===== config.mk =====
export PLATFORM = sky130hd
export DESIGN_NAME = hazard_ctrl_flat
export DESIGN_NICKNAME = d
export VERILOG_FILES = /design/src/rtl/hazard_pkg.sv /design/src/rtl/hazard_ctrl_if.sv /design/src/rtl/hazard_ctrl_sat_counter.sv /design/src/rtl/hazard_ctrl.sv /design/src/flat_wrapper.sv
export SDC_FILE = /design/constraint.sdc
export NUM_CORES = 1
export LEC_CHECK = 0
export BUFFER_PORTS_ARGS = -buffer_cell sky130_fd_sc_hd__buf_2
export CELL_PAD_IN_SITES_DETAIL_PLACEMENT = 1
export CELL_PAD_IN_SITES_GLOBAL_PLACEMENT = 2
export CORE_ASPECT_RATIO = 1.1
export CORE_MARGIN = 3
export CORE_UTILIZATION = 30
export CTS_BUF_LIST = sky130_fd_sc_hd__clkbuf_2
export CTS_CLUSTER_DIAMETER = 150
export CTS_CLUSTER_SIZE = 20
export DETAILED_ROUTE_END_ITERATION = 10
export PLACE_DENSITY_LB_ADDON = 0.1
export SYNTH_ARGS = -nofsm -noshare
export SYNTH_HDL_FRONTEND = slang
export SYNTH_HIERARCHICAL = 1
export SYNTH_SLANG_ARGS = --single-unit

===== constraint.sdc =====
create_clock -name clk -period 6.2 [get_ports clk]
set_clock_uncertainty 0.1 [all_clocks]
set_input_delay 0.31 -clock clk [delete_from_list [all_inputs] [get_ports clk]]
set_output_delay 0.31 -clock clk [all_outputs]
set_load 0.01 [all_outputs]

===== src/rtl/hazard_pkg.sv =====
`default_nettype none
// ============================================================================
//  Module : hazard_pkg
//  Shared opcodes, NOP encoding and sequencer state encoding for hazard_ctrl.
//  Rev    : 1.0
// ============================================================================
package hazard_pkg;

  localparam logic [6:0] R_TYPE_OP    = 7'b0110011;
  localparam logic [6:0] I_TYPE_OP    = 7'b0010011;
  localparam logic [6:0] LD_TYPE_OP   = 7'b0000011;
  localparam logic [6:0] JALR_TYPE_OP = 7'b1100111;
  localparam logic [6:0] S_TYPE_OP    = 7'b0100011;
  localparam logic [6:0] SB_TYPE_OP   = 7'b1100011;
  localparam logic [6:0] U_TYPE_OP    = 7'b0110111;
  localparam logic [6:0] UJ_TYPE_OP   = 7'b1101111;

  localparam logic [31:0] NOP_INST = 32'h00000013;

  typedef enum logic [1:0] {
    ST_RUN      = 2'd0,
    ST_MEM_WAIT = 2'd1,
    ST_FLUSH    = 2'd2
  } state_e;

  function automatic logic op_uses_rs1(input logic [6:0] op);
    logic uses;
    uses = 1'b0;
    case (op)
      R_TYPE_OP, I_TYPE_OP, LD_TYPE_OP,
      JALR_TYPE_OP, S_TYPE_OP, SB_TYPE_OP: uses = 1'b1;
      U_TYPE_OP, UJ_TYPE_OP:               uses = 1'b0;
      default:                             uses = 1'b0;
    endcase
    return uses;
  endfunction

  function automatic logic op_uses_rs2(input logic [6:0] op);
    return (op == R_TYPE_OP) || (op == S_TYPE_OP) || (op == SB_TYPE_OP);
  endfunction

endpackage
`default_nettype wire


===== src/rtl/hazard_ctrl_if.sv =====
`default_nettype none
// ============================================================================
//  Module : hazard_ctrl_if
//  Pipeline-side bundle between the ID stage and the hazard sequencer.
//  Rev    : 1.0
// ============================================================================
interface hazard_ctrl_if #(
  parameter int CNT_W = 16
);
  logic [31:0]      id_inst;
  logic             id_valid;
  logic             control_j;
  logic             ex_mem_read;
  logic [4:0]       ex_rd;
  logic             mem_busy;
  logic             pc_write;
  logic             ifid_write;
  logic             ifid_flush;
  logic             idex_bubble;
  logic [CNT_W-1:0] stall_cnt;
  logic [CNT_W-1:0] flush_cnt;

  modport master (
    output id_inst, id_valid, control_j, ex_mem_read, ex_rd, mem_busy,
    input  pc_write, ifid_write, ifid_flush, idex_bubble, stall_cnt, flush_cnt
  );

  modport slave (
    input  id_inst, id_valid, control_j, ex_mem_read, ex_rd, mem_busy,
    output pc_write, ifid_write, ifid_flush, idex_bubble, stall_cnt, flush_cnt
  );
endinterface
`default_nettype wire


===== src/rtl/hazard_ctrl_sat_counter.sv =====
`default_nettype none
// ============================================================================
//  Module : sat_counter
//  Up-counter that sticks at all-ones instead of wrapping.
//  Rev    : 1.0
// ============================================================================
module sat_counter #(
  parameter int W = 16
) (
  input  logic         clk,
  input  logic         reset,
  input  logic         inc,
  output logic [W-1:0] cnt
);
  localparam logic [W-1:0] ONE = W'(1);

  logic [W-1:0] cnt_q;

  always_ff @(posedge clk) begin
    if (reset) begin
      cnt_q <= '0;
    end else if (inc && (cnt_q != '1)) begin
      cnt_q <= cnt_q + ONE;
    end
  end

  assign cnt = cnt_q;
endmodule
`default_nettype wire


===== src/rtl/hazard_ctrl.sv =====
`default_nettype none
// ============================================================================
//  Module : hazard_ctrl
//  Load-use / jump-flush / memory-wait sequencer driving PC, IF/ID and ID/EX.
//  Rev    : 1.0
// ============================================================================
module hazard_ctrl
  import hazard_pkg::*;
#(
  parameter int FLUSH_CYC = 1,
  parameter int CNT_W     = 16
) (
  input  logic          clk,
  input  logic          reset,
  hazard_ctrl_if.slave  bus
);
  localparam logic [2:0] FLUSH_INIT  = 3'(FLUSH_CYC - 1);
  localparam bit         MULTI_FLUSH = (FLUSH_CYC > 1);

  logic [6:0] opcode;
  logic [4:0] rs1;
  logic [4:0] rs2;
  logic       uses_rs1;
  logic       uses_rs2;
  logic       load_use;
  logic       unused_inst_bits;

  assign opcode   = bus.id_inst[6:0];
  assign rs1      = bus.id_inst[19:15];
  assign rs2      = bus.id_inst[24:20];
  assign uses_rs1 = op_uses_rs1(opcode);
  assign uses_rs2 = op_uses_rs2(opcode);
  assign unused_inst_bits = ^{bus.id_inst[31:25], bus.id_inst[14:7]};

  assign load_use = bus.id_valid && bus.ex_mem_read && (bus.ex_rd != 5'd0) &&
                    ((uses_rs1 && (bus.ex_rd == rs1)) ||
                     (uses_rs2 && (bus.ex_rd == rs2)));

  state_e     state_q, state_d;
  logic [2:0] flush_ctr_q, flush_ctr_d;
  logic       resume_q, resume_d;
  logic       eval_run, eval_flush;
  logic       pc_write, ifid_write, ifid_flush, idex_bubble;

  always_ff @(posedge clk) begin
    if (reset) begin
      state_q     <= ST_RUN;
      flush_ctr_q <= 3'd0;
      resume_q    <= 1'b0;
    end else begin
      state_q     <= state_d;
      flush_ctr_q <= flush_ctr_d;
      resume_q    <= resume_d;
    end
  end

  always_comb begin
    state_d     = state_q;
    flush_ctr_d = flush_ctr_q;
    resume_d    = resume_q;
    pc_write    = 1'b1;
    ifid_write  = 1'b1;
    ifid_flush  = 1'b0;
    idex_bubble = 1'b0;
    eval_run    = 1'b0;
    eval_flush  = 1'b0;

    // Leaving MEM_WAIT evaluates the resumed state's rules in the same cycle.
    case (state_q)
      ST_RUN: eval_run = 1'b1;
      ST_MEM_WAIT: begin
        if (bus.mem_busy) begin
          pc_write   = 1'b0;
          ifid_write = 1'b0;
        end else if (resume_q) begin
          eval_flush = 1'b1;
        end else begin
          eval_run = 1'b1;
        end
      end
      ST_FLUSH: eval_flush = 1'b1;
      default:  state_d = ST_RUN;
    endcase

    if (eval_run) begin
      if (bus.mem_busy) begin
        pc_write   = 1'b0;
        ifid_write = 1'b0;
        state_d    = ST_MEM_WAIT;
        resume_d   = 1'b0;
      end else if (load_use) begin
        pc_write    = 1'b0;
        ifid_write  = 1'b0;
        idex_bubble = 1'b1;
        state_d     = ST_RUN;
      end else if (bus.control_j) begin
        ifid_flush  = 1'b1;
        flush_ctr_d = FLUSH_INIT;
        state_d     = MULTI_FLUSH ? ST_FLUSH : ST_RUN;
      end else begin
        state_d = ST_RUN;
      end
    end

    if (eval_flush) begin
      if (bus.mem_busy) begin
        pc_write   = 1'b0;
        ifid_write = 1'b0;
        state_d    = ST_MEM_WAIT;
        resume_d   = 1'b1;
      end else begin
        ifid_flush  = 1'b1;
        resume_d    = 1'b0;
        flush_ctr_d = (flush_ctr_q != 3'd0) ? (flush_ctr_q - 3'd1) : 3'd0;
        state_d     = (flush_ctr_q <= 3'd1) ? ST_RUN : ST_FLUSH;
      end
    end

    if (reset) begin
      pc_write    = 1'b1;
      ifid_write  = 1'b1;
      ifid_flush  = 1'b0;
      idex_bubble = 1'b0;
    end
  end

  assign bus.pc_write    = pc_write;
  assign bus.ifid_write  = ifid_write;
  assign bus.ifid_flush  = ifid_flush;
  assign bus.idex_bubble = idex_bubble;

  sat_counter #(.W(CNT_W)) u_stall_cnt (
    .clk   (clk),
    .reset (reset),
    .inc   (~pc_write),
    .cnt   (bus.stall_cnt)
  );

  sat_counter #(.W(CNT_W)) u_flush_cnt (
    .clk   (clk),
    .reset (reset),
    .inc   (ifid_flush),
    .cnt   (bus.flush_cnt)
  );
endmodule
`default_nettype wire


===== src/flat_wrapper.sv =====
// flat-port wrapper written by rule: the top's interface ports become plain ports
module hazard_ctrl_flat import hazard_pkg::*;
#(
  parameter int FLUSH_CYC = 1,
  parameter int CNT_W     = 16
)
  (clk, reset, bus_id_inst, bus_id_valid, bus_control_j, bus_ex_mem_read, bus_ex_rd, bus_mem_busy, bus_pc_write, bus_ifid_write, bus_ifid_flush, bus_idex_bubble, bus_stall_cnt, bus_flush_cnt);
  hazard_ctrl_if #(.CNT_W(CNT_W)) bus_i ();
  input  logic clk;
  input  logic reset;
  input wire logic [$bits(bus_i.id_inst)-1:0] bus_id_inst;
  input wire logic [$bits(bus_i.id_valid)-1:0] bus_id_valid;
  input wire logic [$bits(bus_i.control_j)-1:0] bus_control_j;
  input wire logic [$bits(bus_i.ex_mem_read)-1:0] bus_ex_mem_read;
  input wire logic [$bits(bus_i.ex_rd)-1:0] bus_ex_rd;
  input wire logic [$bits(bus_i.mem_busy)-1:0] bus_mem_busy;
  output wire logic [$bits(bus_i.pc_write)-1:0] bus_pc_write;
  output wire logic [$bits(bus_i.ifid_write)-1:0] bus_ifid_write;
  output wire logic [$bits(bus_i.ifid_flush)-1:0] bus_ifid_flush;
  output wire logic [$bits(bus_i.idex_bubble)-1:0] bus_idex_bubble;
  output wire logic [$bits(bus_i.stall_cnt)-1:0] bus_stall_cnt;
  output wire logic [$bits(bus_i.flush_cnt)-1:0] bus_flush_cnt;
  assign bus_i.id_inst = bus_id_inst;
  assign bus_i.id_valid = bus_id_valid;
  assign bus_i.control_j = bus_control_j;
  assign bus_i.ex_mem_read = bus_ex_mem_read;
  assign bus_i.ex_rd = bus_ex_rd;
  assign bus_i.mem_busy = bus_mem_busy;
  assign bus_pc_write = bus_i.pc_write;
  assign bus_ifid_write = bus_i.ifid_write;
  assign bus_ifid_flush = bus_i.ifid_flush;
  assign bus_idex_bubble = bus_i.idex_bubble;
  assign bus_stall_cnt = bus_i.stall_cnt;
  assign bus_flush_cnt = bus_i.flush_cnt;
  hazard_ctrl #(.FLUSH_CYC(FLUSH_CYC), .CNT_W(CNT_W)) u_core (.clk(clk), .reset(reset), .bus(bus_i));
endmodule

# Word level (Yosys, flattened, before mapping)

Index checks and enable logic that the tools add are counted.

Add/sub/neg operators: 3
Mux-type cells: 43
Bitwise logic cells: 1
Equal/unequal tests: 13
Reduce and logical (&&, ||, !) cells: 18
Magnitude comparators: 1

Operators with widths:

| kind                  | number |
|---|---|
| $add 16x1->16 const B | 2 |
| $ne 16x16->1 const B  | 2 |
| $mux 1                | 29 |
| $mux 3                | 7 |
| $eq 7x6->1 const B    | 2 |
| $eq 7x7->1 const B    | 2 |
| $eq 5x5->1            | 2 |
| $mux 2                | 5 |
| $eq 7x2->1 const B    | 1 |
| $eq 7x5->1 const B    | 1 |
| $logic_and 1x1->1     | 7 |
| $reduce_or 6->1       | 1 |
| $reduce_bool 5->1     | 1 |
| $pmux 1 s2            | 2 |
| $reduce_bool 2->1     | 2 |
| $le 3x1->1 const B    | 1 |
| $logic_or 1x1->1      | 3 |
| $ne 3x1->1 const B    | 1 |
| $reduce_bool 3->1     | 1 |
| $reduce_or 3->1       | 1 |
| $sub 3x1->3 const B   | 1 |
| $eq 2x1->1 const B    | 1 |
| $eq 2x2->1 const B    | 1 |
| $logic_not 2->1       | 1 |
| other kinds (2)       | 2 |

Bits of input ports: 43
Register bits: 38

# Depth between registers and ports, before layout

Gate-level depths: netlist of the first run.

Depth after elaboration: 14
Mapped depth: 11
Mapped depth without buffers: 11

# Hierarchy

The synthesis of the first run kept the hierarchy.

By module, submodules not included:

| module      | cells each | instances | area an instance (sq um) | sequential area each (sq um) |
|---|---|---|---|---|
| sat_counter | 99         | 2         | 848.3                    | 320.3 |
| hazard_ctrl | 93         | 1         | 721.9                    | 120.1 |

# Least setup slack after synthesis of the first run

OpenSTA, ideal clock, no wires.

Path type: reg-to-reg
Start point: register u_core.state_q[1]
End point: register u_core.u_flush_cnt.cnt_q[7], in the netlist u_core/u_flush_cnt/cnt[7]
Buffers on the path: 1
Data required time: 6.030 ns
Stages on the path, launching flop included: 11
Slack: 3.582 ns
Period minus slack after synthesis: 2.618 ns
Library setup time: 0.070 ns
Arrival: 2.448 ns
Cell sequence: dfxtp_1 inv_1 ha_1 a21oi_1 or3b_1 a21oi_1 o21a_1 nand2_1 clkbuf_1 or4_1 a21oi_1

Cells in the longest elaborated chain, start to end: 7
Elaborated cells between the ends (all ways): 10
Those cells by class: eq/ne: 2; mux: 6; reduce/logical: 2

RTL lines:

| item                                          | RTL line                      | RTL |
|---|---|---|
| from (decl)                                   | hazard_ctrl.sv:39             | `state_e state_q, state_d;` |
| from (signal assigned)                        | hazard_ctrl.sv:51             | `state_q <= state_d;` |
| $eq 2x1->1 or $logic_not 2->1 (tied branches) | hazard_ctrl.sv:69             | `case (state_q)` |
| $pmux 1 s2                                    | hazard_ctrl.sv:69             |  |
| $mux 1                                        | hazard_ctrl.sv:85             | `if (eval_run) begin` |
| $mux 1                                        | hazard_ctrl.sv:106            | `if (bus.mem_busy) begin` |
| $mux 1 (*)                                    | hazard_ctrl.sv:105            | `if (eval_flush) begin` |
| $mux 1 (*)                                    | hazard_ctrl.sv:119            | `if (reset) begin` |
| named net bus_ifid_flush                      | flat_wrapper.sv:19            | `output wire logic [$bits(bus_i.ifid_flush)-1:0] bus_ifid_flush;` |
| $logic_and 1x1->1 (*)                         | hazard_ctrl_sat_counter.sv:22 | `end else if (inc && (cnt_q != '1)) begin` |
| to (signal assigned)                          | hazard_ctrl_sat_counter.sv:23 | `cnt_q <= cnt_q + ONE;` |
| to (decl)                                     | hazard_ctrl_sat_counter.sv:17 | `logic [W-1:0] cnt_q;` |

The timed path passes the listed nets; every way through them passes the cells marked *.
A chain may end at the register's enable or synchronous reset.

# Worst setup path in the final report of the first run

Start point: register u_core.state_q[1]
End point: register u_core.u_flush_cnt.cnt_q[11], in the netlist u_core/u_flush_cnt/cnt[11]

Cells in the longest elaborated chain, start to end: 7
Elaborated cells between the ends (all ways): 10
Those cells by class: eq/ne: 2; mux: 6; reduce/logical: 2

RTL lines:

| item                                          | RTL line |
|---|---|
| $eq 2x1->1 or $logic_not 2->1 (tied branches) | hazard_ctrl.sv:69 |
| $pmux 1 s2                                    | hazard_ctrl.sv:69 |
| $mux 1                                        | hazard_ctrl.sv:85 |
| $mux 1                                        | hazard_ctrl.sv:106 |
| $mux 1 (*)                                    | hazard_ctrl.sv:105 |
| $mux 1 (*)                                    | hazard_ctrl.sv:119 |
| $logic_and 1x1->1 (*)                         | hazard_ctrl_sat_counter.sv:22 |

Every way passes the cells marked *; elsewhere a longest branch is shown, timed or not.

==> results of run 1 <==
-- final timing paths --
path | slack (ps) | end | depth (start not counted)
setup reg to reg | 2990 | u_core/u_flush_cnt/cnt[11] | 9
setup / recovery | 2990 | u_core/u_flush_cnt/cnt[11] | 9
hold reg to reg | 450 | u_core/flush_ctr_q[0] | 2
hold / removal | 190 | u_core/flush_ctr_q[0] | 4
-- registers in the layout, indices dropped and copies added (netlist names) --
register	cells
u_core/u_stall_cnt/cnt	16
u_core/resume_q	1
u_core/flush_ctr_q	3
u_core/u_flush_cnt/cnt	16
u_core/state_q	2
-- power by group through the flow --
stage	sequential [uW]	combinational (uW)	clock [uW]
after floorplan	253	28.4	0
after global placement	253	45.6	0
after detailed placement	253	46.5	0
after CTS	249	47.3	214
after global routing	250	51.8	226
final	249	46.2	205
-- worst max-delay path, delay by kind of cell, from the launching register on --
family	cells	cell delay, ps
adders and majority gates	1	320
DFF	1	390
and+or+nand+nor	3	1140
muxes	1	360
buffers and inverters	1	110
AOI/OAI and AO/OA	3	700
-- timing repair --
action / 4_1_cts / 5_1_grt
setup endpoints to repair: 0 / 0
hold buffers: 1 / 0
hold endpoints to repair: 1 / 0
-- final cells by class --
| cell class | instances | share of cell area [%] |
|---|---|---|
| Tap cell | 105 | 4.51 |
| Clock inverter | 3 | 2.36 |
| Timing Repair Buffer | 64 | 11.2 |
| Multi-Input combinational cell | 228 | 53.1 |
| Inverter | 14 | 1.89 |
| Sequential cell | 38 | 26.1 |
| Clock buffer | 5 | 0.859 |
-- cell usage after synthesis, types with 3 or more instances --
| cell | count | area, um2 |
|---|---|---|
| clkbuf_1 | 4 | 15.0 |
| nor2_1 | 21 | 78.8 |
| inv_1 | 13 | 48.8 |
| o21a_1 | 5 | 37.5 |
| nor3_1 | 12 | 60.1 |
| nand3_1 | 16 | 80.1 |
| or3_1 | 7 | 43.8 |
| o21ai_0 | 10 | 50.1 |
| xor2_1 | 4 | 35.0 |
| ha_1 | 7 | 87.6 |
| nor4_1 | 4 | 25.0 |
| nor4_4 | 3 | 63.8 |
| nand2_1 | 18 | 67.6 |
| dfxtp_1 | 38 | 761 |
| a21oi_1 | 25 | 125 |
| and4_1 | 6 | 52.6 |
| nand4_1 | 8 | 50.1 |
| or4_1 | 15 | 113 |
| nor2b_1 | 6 | 37.5 |
| a31oi_1 | 4 | 25.0 |
| buf_2 | 3 | 15.0 |
| xnor2_1 | 9 | 78.8 |
| o31ai_1 | 12 | 90.1 |
-- through the flow --
stage / setup WS, ps / util, % / hold WS (ps)
4_1_cts: 2960 / 38.1 / 161
5_1_grt: 2820 / 38.1 / 174
3_5_place_dp: 2990 / 36.8 / 430
6_report: 2990 / 38.1 / 187
2_1_floorplan: 3580 / - / 329
3_3_place_gp: 3070 / 36.8 / 420
-- metal layers --
| layer | vias up | global-route usage (%) |
|---|---|---|
| li1 | 1220 | - |
| met1 | 1167 | 18.8 |
| met2 | 46 | 27.3 |
| met3 | 4 | 3.22 |
| met4 | 0 | 4.18 |
| met5 | - | 0 |
-- kinds of logic after synthesis --
kind of cell / count (synthesis) / synth area share (%)
compound gates: 70 / 18.9
xor+xnor: 13 / 4.71
fa+ha+maj: 7 / 3.62
buf+inv: 25 / 4.60
flops: 38 / 31.5
mux: 4 / 1.76
simple gates: 134 / 35.0
==> impl_results.md, run 1 <==
- Status: complete, no violations
- CP most frequent cell: a21oi_1
- Register area: 761 um2
- Main synth FF type: dfxtp_1
- Post-route cell area: 2910 um2
- CTS tree: built
- Worst EP required: 6420 ps
- Yosys warning count: 6
- CTS buffer count: 5
- Clock tree buffer depth: 2
- Clock-pin slew on the worst setup and hold paths: 230 ps
- Skew-Pair Late Insertion Delay: 420 ps
- HPWL after DPL: 5030 um
- Cells after DPL: 448
- CP arrival: 3430 ps
- Die Height: 100 um
- PwrDens: 172 nW/um2
- Kind of critical path: reg -> reg
- Pin count of the biggest net entering global routing: 45
- Top sig layer: met4
- RSZ-0062 raised after global routing: false
- Tot GR Track Use: 15.4%
- N_diodes: 0
- Setup TNS: 0 ps
- Syn nets: 341
- Setup crit start kind: register
- CTS resizes: 0
- Antenna Nets Post-Route: 0
- FP Rows: 33
- Crit path from: u_core/state_q[1]
- FILL cells: 958
- Yosys cell types: 50
- Area growth syn-to-layout: 20.4%
- Avg Vias per Cell: 5.33
- Final Hold Vio Count: 0
- WL met2: 3360 um
- Most frequent cells in the layout: buf_2, dfxtp_1, a21oi_1
- Cells after Synth: 291
- Slew HR: 41.6%
- Multi-input logic area: 1550 um2
- Comb power frac: 9.2%
- WL met3: 257 um
- Syn Std Cell Area: 2420 um2
- Tightest Pin Transition: 869 ps
- Vias: 2437
- WL met1: 3220 um
- Sw Ratio: 25.0%
- Worst Hold Launch: bus_id_inst[3]
- Critical Path End Type: register
- Seq cells post-synth: 38
- Syn avg cell area: 8.31 um2
- Post-layout nets: 401
- Clk pwr share: 41.0%
- Root Buffer: clkbuf_2
- Final min period: 3210 ps
- Post-CTS Setup Inserts: 0
- Worst min-delay path class: in -> reg
- Clock sink count: 38
- Post-synth EDFFs: 0
- Sequential-to-total area share from yosys stat: 31.5%
- Die area: 9180 um2
- Most common cell after layout, fill and taps aside: buf_2
- Avg WL per Cell: 15.1 um
- Int Power: 375 uW
- Post-Place Cell Area: 2810 um2
- Crit Path Max Fanout: 11
- Final-report setup violation count: 0
- Flop pwr share: 49.8%
- Gpl congestion: 0.762
- Final wirelength: 6900 um
- Pins Over Slew Limit: 0
- Async S/R FF share, synth: 0%
- Layout cell share with drive strength beyond 1: 24.1%
- Core area: 7640 um2
- F_max: 311 MHz
- Max-cap viol count: 0
- Initial antenna violation count: 0
- Initial Util: 31.7%
- Maximum vdd drop: 0.0000788 V
- Final Non-Filler Cells: 457
- Psw: 125 uW
- Critical path cell sequence: inv_1, ha_1, a21oi_1, or3b_1, a21oi_1, o21a_1, nand2_1, nor4bb_1, mux2_2
- Initial DRC count: 48
- Vias in the first global route: 2437
- CTS HTree Levels: 2
- Crit-path slowest cell: or3b_1
- Die width: 91.6 um
- Global-route wire length before repair: 11600 um
- GR Overflow Total: 0
- 1st-pass router iterations: 4
- IO Count: 79
- Final period utilization: 51.8%
- # DRC: 0
- Total Power: 500 uW
- Reg2reg start: u_core/state_q[1]
- Slowest Stage Delay on Critical Path: 420 ps
- IO Port Bufs: 63
- LEAKAGE: 0.00109 uW
Power figures use the tool's default switching activity.
==> run 2: changes to the inputs <==
--- a/config.mk
+++ b/config.mk
@@ -10,7 +10,7 @@
 export CELL_PAD_IN_SITES_GLOBAL_PLACEMENT = 2
 export CORE_ASPECT_RATIO = 1.1
 export CORE_MARGIN = 3
-export CORE_UTILIZATION = 30
+export CORE_UTILIZATION = 27
 export CTS_BUF_LIST = sky130_fd_sc_hd__clkbuf_2
 export CTS_CLUSTER_DIAMETER = 150
 export CTS_CLUSTER_SIZE = 20
==> constraint.sdc (replaced) <==
create_clock -name clk -period 2.6 [get_ports clk]
set_clock_uncertainty 0.1 [all_clocks]
set_input_delay 0.13 -clock clk [delete_from_list [all_inputs] [get_ports clk]]
set_output_delay 0.13 -clock clk [all_outputs]
set_load 0.01 [all_outputs]
==> run 2 against run 1 <==
Compared with the run above: worst setup slack worse by 2900 ps; non-clock buffer count grew 27; final area up 7.1%; register-to-register slack got worse by 2900 ps; die area rose by 10%; critical path depth rose by 2; critical endpoint is now u_core/u_stall_cnt/cnt[6].
==> impl_results.md, run 2 (same netlist as run 1, synthesis figures left out) <==
- Status: complete, no violations
- Place WS: -81.0 ps
- Clock tree buffer depth: 2
- Crit-path slowest cell: dfxtp_2
- 1st-pass router iterations: 4
- Layout cell share with drive strength beyond 1: 32.2%
- Most frequent cells in the layout: buf_2, dfxtp_1, buf_4
- N_diodes: 0
- Die Height: 105 um
- Crit path depth: 11
- Hold Path Stages: 3
- Antenna Nets Post-Route: 0
- CP arrival: 2740 ps
- Die width: 96.2 um
- PwrDens: 325 nW/um2
- Pins Over Slew Limit: 0
- Final Hold Vio Count: 0
- Final period utilization: 95.2%
- Initial Util: 28.3%
- IO Port Bufs: 63
- WP buf/inv: 1
- Max-cap viol count: 0
- Setup crit start kind: register
- Initial antenna violation count: 0
- Avg Vias per Cell: 5.17
- Final Non-Filler Cells: 490
- Vias: 2534
- Clock sink count: 38
- Top delay family on crit path: simple AND/OR/NAND/NOR gates
- Setup TNS: 0 ps
- GR Overflow Total: 0
- Core area: 8540 um2
- Avg WL per Cell: 14.4 um
- Tot GR Track Use: 14.4%
- Vias in the first global route: 2606
- CTS HTree Levels: 2
- CTS buffer count: 5
- Tightest Pin Transition: 415 ps
- Clock-pin slew on the worst setup and hold paths: 230 ps
- Slew HR: 72.0%
- # DRC: 0
- F_max: 404 MHz
- R2R setup slack: 130 ps
- Worst min-delay path class: in -> reg
- Skew-Pair Late Insertion Delay: 410 ps
- Slowest Stage Delay on Critical Path: 380 ps
- Maximum vdd drop: 0.000125 V
- Worst EP required: 2870 ps
- Critical Path End Type: register
- RSZ-0062 raised after global routing: true
- Pin count of the biggest net entering global routing: 28
- Gpl congestion: 0.749
- Critical path cell sequence: inv_2, ha_2, nand4b_1, nand2_1, nor3_1, or3_4, o21ai_4, and4_1, o41ai_1, or3_1, a21oi_1
- Most common cell after layout, fill and taps aside: buf_2
- Final wirelength: 7070 um
- Global-route wire length before repair: 12000 um
- Crit Path Max Fanout: 5
- Cells after DPL: 479
- Die area: 10100 um2
- IO Count: 79
- Post-layout nets: 428
- HPWL after DPL: 5340 um
- Area growth syn-to-layout: 29.0%
- Worst Reg-to-Reg Cells: 11
- Kind of critical path: reg -> reg
- Worst setup margin: 125 ps
- FP Rows: 35
- Initial DRC count: 48
- Root Buffer: clkbuf_2
- Final-report setup violation count: 0
- Final min period: 2470 ps
- FILL cells: 1065
- LEAKAGE: 0.00120 uW
- CTS tree: built
## run 2: power breakdown
| group | internal, uW | total [uW] | switching [uW] |
|---|---|---|---|
| sequential | 588 | 592 | 4.34 |
| clock | 61.4 | 285 | 223 |
| combinational | 64.6 | 136 | 71.7 |
## run 2: metrics by stage
stage                     hold slack [ps]  utilization (%)  power [uW]  cell area, um2
after floorplan                       149                -         672            2420
after global placement                256             35.2         729            3010
after detailed placement              268             35.2         731            3010
after CTS                            23.8             36.0        1030            3070
after global routing                 40.7             36.5        1060            3120
final                                49.4             36.5        1010            3120
## run 2: metal layers
metal | global-route usage (%) | vias to the layer above | wire length (um)
met5 | 0 | - | 0
met2 | 24.4 | 46 | 3420
li1 | - | 1270 | -
met3 | 2.50 | 5 | 271
met4 | 3.96 | 0 | 66
met1 | 18.6 | 1213 | 3310
## run 2: layout make-up
type | count | area [um2] | share of cell area [%]
multi-input cells | 228 | 1590 | 51.0
inverters | 14 | 55.1 | 1.76
clock buffers | 5 | 25.0 | 0.802
well taps | 111 | 139 | 4.45
clock inverters | 3 | 16.3 | 0.521
repair buffers | 91 | 531 | 17.0
flip-flops and latches | 38 | 763 | 24.5
## run 2: path summary, 6_finish.rpt
| check | start | end |
|---|---|---|
| hold / removal | reset | u_core/u_flush_cnt/cnt[7] |
| setup reg to reg | u_core/state_q[1] | u_core/u_stall_cnt/cnt[6] |
| hold reg to reg | u_core/u_flush_cnt/cnt[9] | u_core/u_flush_cnt/cnt[9] |
| setup / recovery | u_core/state_q[1] | u_core/u_stall_cnt/cnt[6] |
## run 2: repair_timing
| action | 4_1_cts | 5_1_grt |
|---|---|---|
| hold buffers | 2 | 0 |
| setup buffers | 0 | 1 |
| setup endpoints to repair | 8 | 20 |
| pin swaps | 0 | 3 |
| endpoints found under the hold margin | 3 | 0 |
| gates resized for setup | 2 | 11 |
## run 2: worst min-delay path, delay by kind of cell
| kind | cells | cell delay, ps |
|---|---|---|
| compound gates | 1 | 60 |
| buf+inv | 2 | 350 |
==> run 3: changes to the inputs <==
--- a/config.mk
+++ b/config.mk
@@ -6,16 +6,13 @@
 export NUM_CORES = 1
 export LEC_CHECK = 0
 export BUFFER_PORTS_ARGS = -buffer_cell sky130_fd_sc_hd__buf_2
-export CELL_PAD_IN_SITES_DETAIL_PLACEMENT = 1
-export CELL_PAD_IN_SITES_GLOBAL_PLACEMENT = 2
 export CORE_ASPECT_RATIO = 1.1
 export CORE_MARGIN = 3
-export CORE_UTILIZATION = 27
+export CORE_UTILIZATION = 30
 export CTS_BUF_LIST = sky130_fd_sc_hd__clkbuf_2
 export CTS_CLUSTER_DIAMETER = 150
 export CTS_CLUSTER_SIZE = 20
 export DETAILED_ROUTE_END_ITERATION = 10
-export PLACE_DENSITY_LB_ADDON = 0.1
 export SYNTH_ARGS = -nofsm -noshare
 export SYNTH_HDL_FRONTEND = slang
 export SYNTH_HIERARCHICAL = 1
==> run 3 against run 2 <==
Compared with the run above: utilization is 5.1 points higher; clock power is 63% higher; sequential cell count stayed put; non-clock buffer count is 3 lower; final area is 1.9% higher; worst setup slack worse by 63 ps; cell count is 1.8% lower; register-to-register slack worse by 60 ps; highest routed layer unchanged.
==> impl_results.md, run 3 (same netlist as run 1, synthesis figures left out) <==
- Avg Vias per Cell: 5.19
- FP Rows: 33
- Kind of critical path: reg -> reg
- Int Power: 908 uW
- Worst Hold Launch: bus_mem_busy
- Post-layout nets: 425
- Critical Path End Type: register
- Final period utilization: 97.6%
- Reg2reg start: u_core/state_q[0]
- CP arrival: 2780 ps
- Final Hold Vio Count: 0
- Layout cell share with drive strength beyond 1: 32.7%
- Core area: 7640 um2
- Hold Path Stages: 4
- LEAKAGE: 0.00122 uW
- Gpl congestion: 0.791
- Tightest Pin Transition: 651 ps
- CTS tree: built
- IO Count: 79
- Clock sink count: 38
- Met1 Track Usage GR: 17.6%
- Clock-pin slew on the worst setup and hold paths: 220 ps
- Slew HR: 56.3%
- Final min period: 2540 ps
- Final-report setup violation count: 0
- # DRC: 0
- Die area: 9180 um2
- Initial Util: 31.7%
- Flop pwr share: 49.8%
- Pin count of the biggest net entering global routing: 31
- Clock tree buffer depth: 2
- Gr busiest metal: met2
- Max-cap viol count: 0
- Hold Slack: 81.1 ps
- Status: complete, no violations
- Vias: 2494
- Global-route wire length before repair: 10700 um
- PwrDens: 374 nW/um2
- GR Overflow Total: 0
- Avg WL per Cell: 13.0 um
- Sw Ratio: 23.7%
- Comb power frac: 11.2%
- CTS HTree Levels: 2
- Antenna Nets Post-Route: 0
- Skew-Pair Late Insertion Delay: 390 ps
- M3 GR Usage: 3.30%
- HPWL after DPL: 4640 um
- Root Buffer: clkbuf_2
- Die Height: 100 um
- Setup crit start kind: register
- Initial DRC count: 71
- Final Util: 41.6%
- Worst EP required: 2840 ps
- Maximum vdd drop: 0.000250 V
- Most common cell after layout, fill and taps aside: buf_2
- Post-Place Cell Area: 2970 um2
- Crit Path Max Fanout: 4
- Worst min-delay path class: in -> reg
- Psw: 283 uW
- Met2 Use GR: 23.6%
- Most frequent cells in the layout: buf_2, dfxtp_1, a21oi_1
- Initial antenna violation count: 0
- Die width: 91.6 um
- 1st-pass router iterations: 4
- N_diodes: 0
- R2r endpoint: u_core/u_stall_cnt/cnt[6]
- IO Port Bufs: 63
- Hold Path End: u_core/resume_q
- Worst setup margin: 62.6 ps
- Final wirelength: 6270 um
- Vias in the first global route: 2352
- Tot GR Track Use: 13.9%
- Pins Over Slew Limit: 0
- Area growth syn-to-layout: 31.4%
- F_max: 394 MHz
- Post-route cell area: 3180 um2
- CTS buffer count: 5
- Place WS: -22.2 ps
- Worst Reg-to-Reg Cells: 12
- R2R setup slack: 60 ps
- Clk pwr share: 38.9%
- RSZ-0062 raised after global routing: true
==> run 3: cell count changes in the layout (fill, tap and decap cells not counted), moves of 2 or more <==
cell,before,now
bufinv_16,0,2
buf_4,26,22
and4_4,0,2
and4_1,6,4
o41ai_1,2,0
==> run 3: per-layer routing <==
| metal | routed length (um) | up-vias |
|---|---|---|
| li1 | - | 1272 |
| met1 | 2800 | 1145 |
| met2 | 3020 | 71 |
| met3 | 390 | 6 |
| met4 | 58 | 0 |
| met5 | 0 | - |
==> run 3: stage by stage <==
step / power [uW] / instances / TNS [ps]
5_1_grt: 1250 / 481 / -72.2
4_1_cts: 1210 / 480 / 0
2_1_floorplan: 672 / 291 / 0
6_report: 1190 / 481 / 0
3_3_place_gp: 726 / 469 / 0
3_5_place_dp: 728 / 469 / -22.2
==> run 3: power groups by stage <==
stage	registers, uW	logic [uW]	clock network (uW)
floorplan	604	68.0	0
global placement	604	123	0
detailed placement	604	124	0
CTS	593	129	486
global route	595	148	503
finish	593	134	464
==> run 3: worst max-delay path, cell delays in order (launching register included) <==
cell and delay, ps:
dfxtp_4 420, inv_2 60, ha_4 270, nand4b_1 120
nand2_1 100, nor3_1 40, or3_1 340, o21ai_2 90
buf_4 150, and4_4 250, o41ai_2 90, or3_1 310
a21oi_1 150
==> run 3: worst max-delay path by stage <==
stage                                 endpoint              start  slack, ps
floorplan            u_core/u_stall_cnt/cnt[7]  u_core/state_q[0]          8
detailed placement   u_core/u_stall_cnt/cnt[6]  u_core/state_q[0]        -20
finish               u_core/u_stall_cnt/cnt[6]  u_core/state_q[0]         60
global route         u_core/u_stall_cnt/cnt[6]  u_core/state_q[0]        -60
global placement     u_core/u_stall_cnt/cnt[6]  u_core/state_q[0]         30
CTS                 u_core/u_flush_cnt/cnt[11]  u_core/state_q[1]          2
==> run 3: final cells by class <==
type / count / area, um2
clock inverter: 3 / 63.8
inverter: 14 / 57.6
clock buffer: 5 / 25.0
tap: 105 / 131
timing repair buffer: 88 / 510
sequential: 38 / 766
fill: 790 / 4460
multi-input combinational: 228 / 1620
==> run 3: what timing repair did <==
item | 4_1_cts | 5_1_grt
endpoints found under the setup margin | 4 | 24
buffers inserted | 0 | 1
endpoints found under the hold margin | 10 | 0
cloned | 0 | 0
pin swaps | 0 | 3
hold buffers | 3 | 0
resized for setup | 4 | 17
